<file path="src/rtl/counter_up60_pkg.sv">
// counter_up60_pkg: timer constants shared by the BCD up and down counters
package counter_up60_pkg;
  localparam int DIGIT_W = 4;
  typedef logic [DIGIT_W-1:0] bcd_t;
  localparam bcd_t BCD_NINE = 4'd9;
  localparam bcd_t BCD_ZERO = 4'd0;
  localparam int TENS_MAX_DEF = 5;
  localparam int ONES_MAX_DEF = 9;
endpackage

</file>
<file path="src/rtl/counter_up60_if.sv">
// counter_up60_if: control, load and count/carry signals of the seconds up-counter
interface counter_up60_if;
  import counter_up60_pkg::*;
  logic enablen;
  logic load;
  bcd_t in_ones;
  bcd_t in_tens;
  bcd_t count_ones;
  bcd_t count_tens;
  logic rco_L;
  modport slave (input enablen, load, in_ones, in_tens, output count_ones, count_tens, rco_L);
  modport master (output enablen, load, in_ones, in_tens, input count_ones, count_tens, rco_L);
endinterface

</file>
<file path="src/rtl/counter_up60_bcd_digit_up.sv">
// bcd_digit_up: one BCD digit counting up to i_max then wrapping, with load and carry out
module bcd_digit_up
  import counter_up60_pkg::*;
(
  input  logic clk,
  input  logic rst,
  input  logic i_en,
  input  logic i_load,
  input  bcd_t i_load_val,
  input  bcd_t i_max,
  input  logic i_cin,
  output bcd_t o_digit,
  output logic o_carry
);
  bcd_t r_digit;
  logic w_top;
  assign w_top = r_digit >= i_max;
  assign o_carry = i_cin && w_top;
  assign o_digit = r_digit;
  always_ff @(posedge clk or negedge rst)
    if (!rst) r_digit <= BCD_ZERO;
    else if (i_load) r_digit <= i_load_val;
    else if (i_en && i_cin) r_digit <= w_top ? BCD_ZERO : r_digit + 4'd1;
endmodule

</file>
<file path="src/rtl/counter_up60.sv">
// counter_up60: BCD seconds up-counter 00..59 (over-range to 99) with load and active-low ripple carry
// COUNTER_UP60_SATURATE_EN: hold at the terminal count instead of wrapping
module counter_up60
  import counter_up60_pkg::*;
#(
  parameter int TENS_MAX = TENS_MAX_DEF,
  parameter int ONES_MAX = ONES_MAX_DEF
) (
  input logic clk,
  input logic rst,
  counter_up60_if.slave bus
);
  bcd_t w_ones;
  bcd_t w_tens;
  bcd_t w_tens_max;
  logic w_ones_c;
  logic w_term;
  logic w_cnt;
  // tens above TENS_MAX keep counting to 9 before wrapping
  assign w_tens_max = (w_tens > 4'(TENS_MAX)) ? BCD_NINE : 4'(TENS_MAX);
`ifdef COUNTER_UP60_SATURATE_EN
  assign w_cnt = !bus.enablen && !w_term;
`else
  assign w_cnt = !bus.enablen;
`endif
  bcd_digit_up u_ones (
    .clk(clk), .rst(rst), .i_en(w_cnt), .i_load(bus.load), .i_load_val(bus.in_ones),
    .i_max(4'(ONES_MAX)), .i_cin(1'b1), .o_digit(w_ones), .o_carry(w_ones_c)
  );
  bcd_digit_up u_tens (
    .clk(clk), .rst(rst), .i_en(w_cnt), .i_load(bus.load), .i_load_val(bus.in_tens),
    .i_max(w_tens_max), .i_cin(w_ones_c), .o_digit(w_tens), .o_carry(w_term)
  );
  assign bus.count_ones = w_ones;
  assign bus.count_tens = w_tens;
  assign bus.rco_L = !(!bus.enablen && !bus.load && w_term);
endmodule

</file>
<file path="src/flat_wrapper.sv">
// flat-port wrapper written by rule: the top's interface ports become plain ports
module counter_up60_flat import counter_up60_pkg::*;
#(
  parameter int TENS_MAX = TENS_MAX_DEF,
  parameter int ONES_MAX = ONES_MAX_DEF
)
  (clk, rst, bus_enablen, bus_load, bus_in_ones, bus_in_tens, bus_count_ones, bus_count_tens, bus_rco_L);
  counter_up60_if bus_i ();
  input logic clk;
  input logic rst;
  input wire logic [$bits(bus_i.enablen)-1:0] bus_enablen;
  input wire logic [$bits(bus_i.load)-1:0] bus_load;
  input wire logic [$bits(bus_i.in_ones)-1:0] bus_in_ones;
  input wire logic [$bits(bus_i.in_tens)-1:0] bus_in_tens;
  output wire logic [$bits(bus_i.count_ones)-1:0] bus_count_ones;
  output wire logic [$bits(bus_i.count_tens)-1:0] bus_count_tens;
  output wire logic [$bits(bus_i.rco_L)-1:0] bus_rco_L;
  assign bus_i.enablen = bus_enablen;
  assign bus_i.load = bus_load;
  assign bus_i.in_ones = bus_in_ones;
  assign bus_i.in_tens = bus_in_tens;
  assign bus_count_ones = bus_i.count_ones;
  assign bus_count_tens = bus_i.count_tens;
  assign bus_rco_L = bus_i.rco_L;
  counter_up60 #(.TENS_MAX(TENS_MAX), .ONES_MAX(ONES_MAX)) u_core (.clk(clk), .rst(rst), .bus(bus_i));
endmodule
</file>
<file path="config.mk">
export PLATFORM = sky130hd
export DESIGN_NAME = counter_up60_flat
export DESIGN_NICKNAME = d
export VERILOG_FILES = /design/src/rtl/counter_up60_pkg.sv /design/src/rtl/counter_up60_if.sv /design/src/rtl/counter_up60_bcd_digit_up.sv /design/src/rtl/counter_up60.sv /design/src/flat_wrapper.sv
export SDC_FILE = /design/constraint.sdc
export NUM_CORES = 1
export LEC_CHECK = 0
export BUFFER_PORTS_ARGS = -buffer_cell sky130_fd_sc_hd__buf_2
export CAP_MARGIN = 15
export CORE_MARGIN = 2
export CORE_UTILIZATION = 53
export CTS_BUF_LIST = sky130_fd_sc_hd__clkbuf_4 sky130_fd_sc_hd__clkbuf_8
export DETAILED_ROUTE_END_ITERATION = 10
export GPL_TIMING_DRIVEN = 0
export PLACE_DENSITY = 0.81
export REMOVE_ABC_BUFFERS = 1
export SLEW_MARGIN = 15
export SYNTH_ARGS = -nofsm -noshare
export SYNTH_HDL_FRONTEND = slang
export SYNTH_HIERARCHICAL = 1
export SYNTH_SLANG_ARGS = --single-unit
</file>
<file path="constraint.sdc">
create_clock -name clk -period 2.56 [get_ports clk]
set_clock_uncertainty 0.1 [all_clocks]
set_input_delay 0 -clock clk [delete_from_list [all_inputs] [get_ports clk]]
set_output_delay 0 -clock clk [all_outputs]
set_load 0.005 [all_outputs]
</file>
Word level (Yosys, flattened, before mapping)
Index checks and enable logic that the tools add are counted.
{"block": "word_totals", "reg_bits": 8, "output_inout_bits": 9}
{"block": "classes", "mux": 7, "n_eq_ne": 1, "addsub": 2, "reduce_logical": 8, "magnitude_cmp": 3}
{"cell": "$mux 4", "count": 7}
{"cell": "$add 4x1->4 const B", "count": 2}
{"cell": "$ge 4x4->1", "count": 1}
{"cell": "$ge 4x4->1 const B", "count": 1}
{"cell": "$gt 4x3->1 const B", "count": 1}
{"cell": "$logic_and 1x1->1", "count": 4}
{"cell": "$logic_not 1->1", "count": 3}
{"cell": "$ne 2x1->1 const B", "count": 1}
{"cell": "$reduce_bool 2->1", "count": 1}

Logic depth before layout (Yosys ltp)
Gate-level depths: netlist of run 1.
{"block": "logic_depth", "depth_word": 6, "ltp_mapped": 8, "ltp_nobuf": 8}

By module
Netlist of run 1, hierarchy kept.
{"mod": "bcd_digit_up", "seq_area_each_um2": 100.1, "instances": 2, "cells_each": 39, "area_per_inst_um2": 361.6}
{"mod": "counter_up60", "seq_area_each_um2": 0.0, "instances": 1, "cells_each": 6, "area_per_inst_um2": 32.5}

Worst setup path before layout of run 1
No wires, ideal clock.
{"block": "synth_path", "kind": "register -> register", "startpoint": "register u_core.u_ones.r_digit[2], in the netlist u_core/u_ones/o_digit[2]", "endpoint": "register u_core.u_tens.r_digit[2], in the netlist u_core/u_tens/o_digit[2]", "setup_slack_ps": 601, "required_ps": 2368, "arrival_time_ps": 1768, "path_stages_with_launch": 8, "cell_sequence": "dfrtp_1 > ha_1 > o211ai_1 > o21ai_0 > and2_1 > nand2_2 > or3b_4 > o31ai_2"}
{"block": "synth_between", "elab_chain_cells": 3}
{"item": "from (decl)", "line": "counter_up60_bcd_digit_up.sv:15", "rtl": "bcd_t r_digit;"}
{"item": "from (signal assigned)", "line": "counter_up60_bcd_digit_up.sv:22", "rtl": "else if (i_load) r_digit <= i_load_val;"}
{"item": "from (signal assigned)", "line": "counter_up60_bcd_digit_up.sv:23", "rtl": "else if (i_en && i_cin) r_digit <= w_top ? BCD_ZERO : r_digit + 4'd1;"}
{"item": "$ge 4x4->1", "line": "counter_up60_bcd_digit_up.sv:17", "rtl": "assign w_top = r_digit >= i_max;"}
{"item": "via u_core.w_ones_c", "line": "counter_up60.sv:16", "rtl": "logic w_ones_c;"}
{"item": "$logic_and 1x1->1", "line": "counter_up60_bcd_digit_up.sv:23"}
{"item": "$reduce_bool 2->1 (no line)"}
{"item": "to (signal assigned)", "line": "counter_up60_bcd_digit_up.sv:22"}
{"item": "to (signal assigned)", "line": "counter_up60_bcd_digit_up.sv:23"}
{"item": "to (decl)", "line": "counter_up60_bcd_digit_up.sv:15"}
The timed path passes the listed nets, and every way through them passes these cells.
A chain may end at the register's enable or synchronous reset.

Worst setup path after layout of run 1
{"block": "layout_path", "startpoint": "register u_core.u_ones.r_digit[2], in the netlist u_core/u_ones/o_digit[2]", "endpoint": "register u_core.u_tens.r_digit[3], in the netlist u_core/u_tens/o_digit[3]"}
The elaborated chain is that of the path after synthesis.

==> reports/qor.yml, run 1 <==
track_usage_pct: 21.7
vias: 730
instances_no_fill: 138
leakage_nw: 0.505
drc: 0
fin_crit_sh_pct: 85.3
seqPwrFrac_pct: 38.2
rsz0062_at_grt: "false"
fillers: 108
max_stage_delay_ps: 440
ys_ff_latch: 8
h-tree-depth: 1
final_nets: 147
vias_per_cell: 5.29
setup_viol: 0
clock.fmax_ghz: 0.458
max-cap-violations: 0
critPathKind: "reg -> reg"
core_area_um2: 1320
status: "complete, no violations"
area_delta_synth_final_pct: 34.1
critPathBufInv: 0
crit_family: "simple AND/OR/NAND/NOR gates"
powerDensity_nw_per_um2: 428
io_buffers: 20
worstPathCellList: "ha_1, o211ai_1, o21ai_0, and2_1, nand2_2, or3b_4, o31ai_1"
ys_seq_area_share_pct: 26.5
clk_path_buf_depth: 2
synthCells: 84
post-dp-hpwl_mm: 1.20
ff2ff_path_depth: 7
finalHoldViolCount: 0
routabilityCongestion: 0.798
antenna_found_initial: 0
critPathMaxFanout: 5
die_area_um2: 1740
max-vdd-ir-drop_uv: 207
setup_tns_ps: 0
layout_setup_ws_ps: 375
num_antenna_cells: 0
arrival_ps: 2240
slowest_stage: "dfrtp_1"
end_kind: "flip-flop"
place_inst: 126
synth_cell_types: 23
place_ws_ps: 405
die_w_um: 41.8
p_int_mw: 0.280
placed_area_um2: 901
drive_gt1_share_pct: 25.2
cts_made_buffers: 3
p_sw_mw: 0.154
slew_viol_final: 0
io_pins: 21
drt_first_pass_iters: 4
pwr-share-clk_pct: 23.3
cts_root_buffer: "clkbuf_4"
start_kind: "flip-flop"
swShare_pct: 35.5
clk-insertion-delay-late_ps: 260
initial_core_util_pct: 57.4
yosysWarnings: 6
grt_pass1_vias: 717
core.rowCount: 13
path_depth: 7
period_needed_ps: 2180
grt_max_degree: 20
design_area_um2: 1010
overflow: 0
clock-sinks: 8
cp.required_ps: 2610
cts_tree: "yes"
hold_path.class: "in -> async"
avgSynthCellArea_um2: 9.00
die_h_um: 41.8
first_iter_violations: 11
drt-wirelength-per-cell_um: 12.2
cts.clk_slew.worst_paths_ps: 60
synth_area_um2: 756
grt_pass1_wl_mm: 2.95
p_comb_share_pct: 38.5
wirelength_mm: 1.68
ant_nets: 0
flip-flops by register name, indices dropped and copies added (netlist names):
register               flops
u_core/u_ones/o_digit      4
u_core/u_tens/o_digit      4
path summary, 6_finish.rpt:
check,startpoint,to,slack (ps)
worst max-delay path,u_core/u_ones/o_digit[2],u_core/u_tens/o_digit[3],380
worst min-delay path,rst,u_core/u_tens/o_digit[2],20
worst max register to register,u_core/u_ones/o_digit[2],u_core/u_tens/o_digit[3],380
worst min register to register,u_core/u_ones/o_digit[2],u_core/u_ones/o_digit[2],580
max in group asynchronous,rst,u_core/u_ones/o_digit[3],2160
min in group clk,bus_enablen,u_core/u_tens/o_digit[2],100
synth_stat cells, drive strengths merged:
cell	instances	share of area (%)
o31ai	6	7.3
nand2	2	1.7
a21o	1	0.99
a21oi	7	5.6
and2	2	1.7
xnor2	2	2.3
nor2b	8	6.6
or3b	3	4.1
o211ai	4	4.0
inv	11	5.5
conb	2	0.99
a22oi	6	6.0
nor2	2	0.99
nor3b	2	2.0
dfrtp	8	26
ha	10	17
nand3	2	1.3
xor2	2	2.3
o21ai	2	1.3
and3b	2	2.3
power by group through the flow:
stage / Combinational, mW / Sequential [mW] / Clock [mW]
CTS: 0.168 / 0.166 / 0.103
detailed placement: 0.157 / 0.168 / 0
global placement: 0.151 / 0.166 / 0
floorplan: 0.108 / 0.164 / 0
global route: 0.190 / 0.169 / 0.108
finish: 0.167 / 0.166 / 0.101
cell type report:
type	count	area [µm²]	share of cell area, %
Multi-Input combinational cell	72	541	53.3
Sequential cell	8	200	19.8
Timing Repair Buffer	29	190	18.8
Inverter	11	41.3	4.07
Clock buffer	3	22.5	2.22
Tap cell	15	18.8	1.85
cell families after synthesis:
kind of cell               share of synthesized area (%)
and+or+nand+nor                                     20.7
other                                              0.994
AOI/OAI and AO/OA                                   25.2
xor gates and xnor gates                            4.64
DFF                                                 26.5
adders and majority gates                           16.6
buffers and inverters                               5.46
cell usage in the layout (no fill, tap or decap), types with 3 or more instances in the layout:
cell type,count
conb_1,9
inv_1,11
nor2b_1,8
dfrtp_1,8
ha_1,10
o31ai_1,4
clkbuf_4,3
a22oi_1,6
dlygate4sd3_1,9
buf_2,20
o211ai_1,4
a21oi_1,5
metal layers:
metal,vias to the layer above,global-route usage [%],part of all wire (%)
met1,327,25.9,45
met4,0,13.5,3.0
met3,6,1.30,4.2
met5,-,0,0
met2,26,37.5,48
li1,371,-,-
metrics by stage:
| step | hold WS (ps) | total power [mW] | utilization (%) |
|---|---|---|---|
| 6_report | 19.7 | 0.434 | 76.9 |
| 3_5_place_dp | -247 | 0.324 | 68.4 |
| 3_3_place_gp | -251 | 0.317 | 68.4 |
| 4_1_cts | 6.01 | 0.436 | 76.9 |
| 2_1_floorplan | -396 | 0.271 | - |
| 5_1_grt | 40.3 | 0.467 | 76.9 |
timing repair:
action	CTS	global route
buffers inserted	0	0
resized for setup	0	0
endpoints found under the hold margin	16	0
hold buffers	9	0
Power figures use the tool's default switching activity.
==> run 2, diff against run 1 <==
Settings changed: ABC_AREA set to 1, CORE_UTILIZATION 53 to 54.
==> reports/qor.yml, run 2 <==
clock.fmax_ghz: 0.490
drc: 0
synthCells: 129
drive_gt1_share_pct: 21.6
setup_tns_ps: 0
track_usage_pct: 22.6
grt_pass1_vias: 810
cts_tree: "yes"
arrival_ps: 1940
worstPathCellList: "nand2_1, nand2_1, inv_1, ha_1, a21oi_1, nand3_1, nand2_1, inv_1, nand2_1, buf_2"
die_h_um: 43.4
timing.hold.ws_ps: 26.1
slew_viol_final: 0
pwr-share-clk_pct: 21.0
clk_path_buf_depth: 2
max-vdd-ir-drop_uv: 254
die_w_um: 43.4
fin_util_pct: 74.2
synth_common_cells: "nand2_1 (41), inv_1 (20), nand3_1 (12)"
met2_usage_pct: 39.7
p_comb_share_pct: 43.4
period_needed_ps: 2040
crit_family: "simple AND/OR/NAND/NOR gates"
cp.required_ps: 2460
cts_setup_buffers: 0
yosysMostFrequentCell: "nand2_1"
start_kind: "flip-flop"
grt_pass1_wl_mm: 3.22
rsz0062_at_grt: "false"
synth_area_um2: 837
drt-wirelength-per-cell_um: 10.4
ys_dominant_reg_cell: "dfrtp_1"
io_pins: 21
met3_usage_pct: 2.92
swShare_pct: 39.5
cts_hold_buffers: 9
powerDensity_nw_per_um2: 432
fin_crit_sh_pct: 79.7
final_nets: 191
initial_core_util_pct: 56.9
drt_first_pass_iters: 4
layout_setup_ws_ps: 519
slowest_stage: "dfrtp_1"
end_kind: "primary output"
antenna_found_initial: 0
hold_path.class: "in -> async"
ys_ff_latch: 8
yosysWarnings: 6
core.rowCount: 14
seqPwrFrac_pct: 35.5
leakage_nw: 0.623
die_area_um2: 1880
io_buffers: 20
critPathBufInv: 3
first_iter_violations: 27
grt_util_met1_pct: 29.0
p_int_mw: 0.285
status: "complete, no violations"
max-cap-violations: 0
final_cell_mix: "nand2_1 (41), buf_2 (20), inv_1 (20)"
instances_no_fill: 183
synthArstFlopShare_pct: 100
vias_per_cell: 4.85
cts.clk_slew.worst_paths_ps: 60
core_area_um2: 1470
overflow: 0
area_delta_synth_final_pct: 30.5
grt_max_degree: 14
yosysTopAreaCell: "dfrtp_1"
finalHoldViolCount: 0
critPathMaxFanout: 8
post_cts_resize_count: 0
clock-sinks: 8
top_usage_layer: "met2"
placed_area_um2: 980
cts_root_buffer: "clkbuf_4"
place_ws_ps: 654
synthTopCellsByArea: "dfrtp_1 (24%), nand2_1 (18%), ha_1 (15%), inv_1 (9.0%), nand3_1 (7.2%)"
fillers: 113
design_area_um2: 1090
vias: 888
place_inst: 171
power.total_mw: 0.472
num_antenna_cells: 0
ys_seq_area_share_pct: 23.9
p_sw_mw: 0.186
synth_cell_types: 17
clk-insertion-delay-late_ps: 250
post-dp-hpwl_mm: 1.31
layout_commonest_cell: "nand2_1"
routabilityCongestion: 0.886
avgSynthCellArea_um2: 6.49
critPathKind: "reg -> out"
wirelength_mm: 1.90
synth_edf_count: 0
ant_nets: 0
setup_viol: 0
crit_top_cell: "nand2_1"
synthDominantCellAreaShare_pct: 23.9
h-tree-depth: 1
cts_made_buffers: 3
max_stage_delay_ps: 500
[run 2: kinds of logic (layout without fill, tap and decap cells)]
| group | count (synthesis) | after routing | synth area share (%) |
|---|---|---|---|
| flip-flops | 8 | 8 | 23.9 |
| AO/OA/AOI/OAI | 13 | 13 | 10.0 |
| other | 2 | 8 | 0.897 |
| AND/OR/NAND/NOR | 66 | 66 | 35.6 |
| buffers and inverters | 28 | 60 | 12.6 |
| XOR/XNOR | 2 | 2 | 2.09 |
| adder cells (fa/ha/maj) | 10 | 10 | 14.9 |
[run 2: routing by layer]
layer | vias to the layer above | part of all wire (%)
met5 | - | 0
met2 | 22 | 53
met1 | 392 | 44
met3 | 2 | 2.8
li1 | 472 | -
met4 | 0 | 0.42
[run 2: layout make-up]
| cell class | count | area, µm² | area share (%) |
|---|---|---|---|
| clock buffers | 3 | 22.5 | 2.06 |
| inverters | 28 | 105 | 9.62 |
| multi-input cells | 99 | 554 | 50.7 |
| flip-flops and latches | 8 | 200 | 18.3 |
| well taps | 16 | 20.0 | 1.83 |
| repair buffers | 29 | 190 | 17.4 |
[run 2: final timing paths]
path / startpoint / to / slack (ps) / cells past startpoint
setup / recovery: u_core/u_tens/o_digit[1] / bus_rco_L / 520 / 10
hold / removal: rst / u_core/u_tens/o_digit[0] / 30 / 2
setup reg to reg: u_core/u_ones/o_digit[2] / u_core/u_tens/o_digit[2] / 610 / 13
hold reg to reg: u_core/u_tens/o_digit[0] / u_core/u_tens/o_digit[0] / 540 / 3
max in group asynchronous: rst / u_core/u_ones/o_digit[2] / 2160 / 2
min in group clk: bus_load / u_core/u_ones/o_digit[2] / 120 / 5
[run 2: power by group through the flow]
stage	registers [mW]	logic [mW]	clock network (mW)
after floorplan	0.167	0.133	0
after global placement	0.169	0.184	0
after detailed placement	0.170	0.189	0
after CTS	0.168	0.201	0.100
after global routing	0.172	0.234	0.107
final	0.168	0.205	0.0991
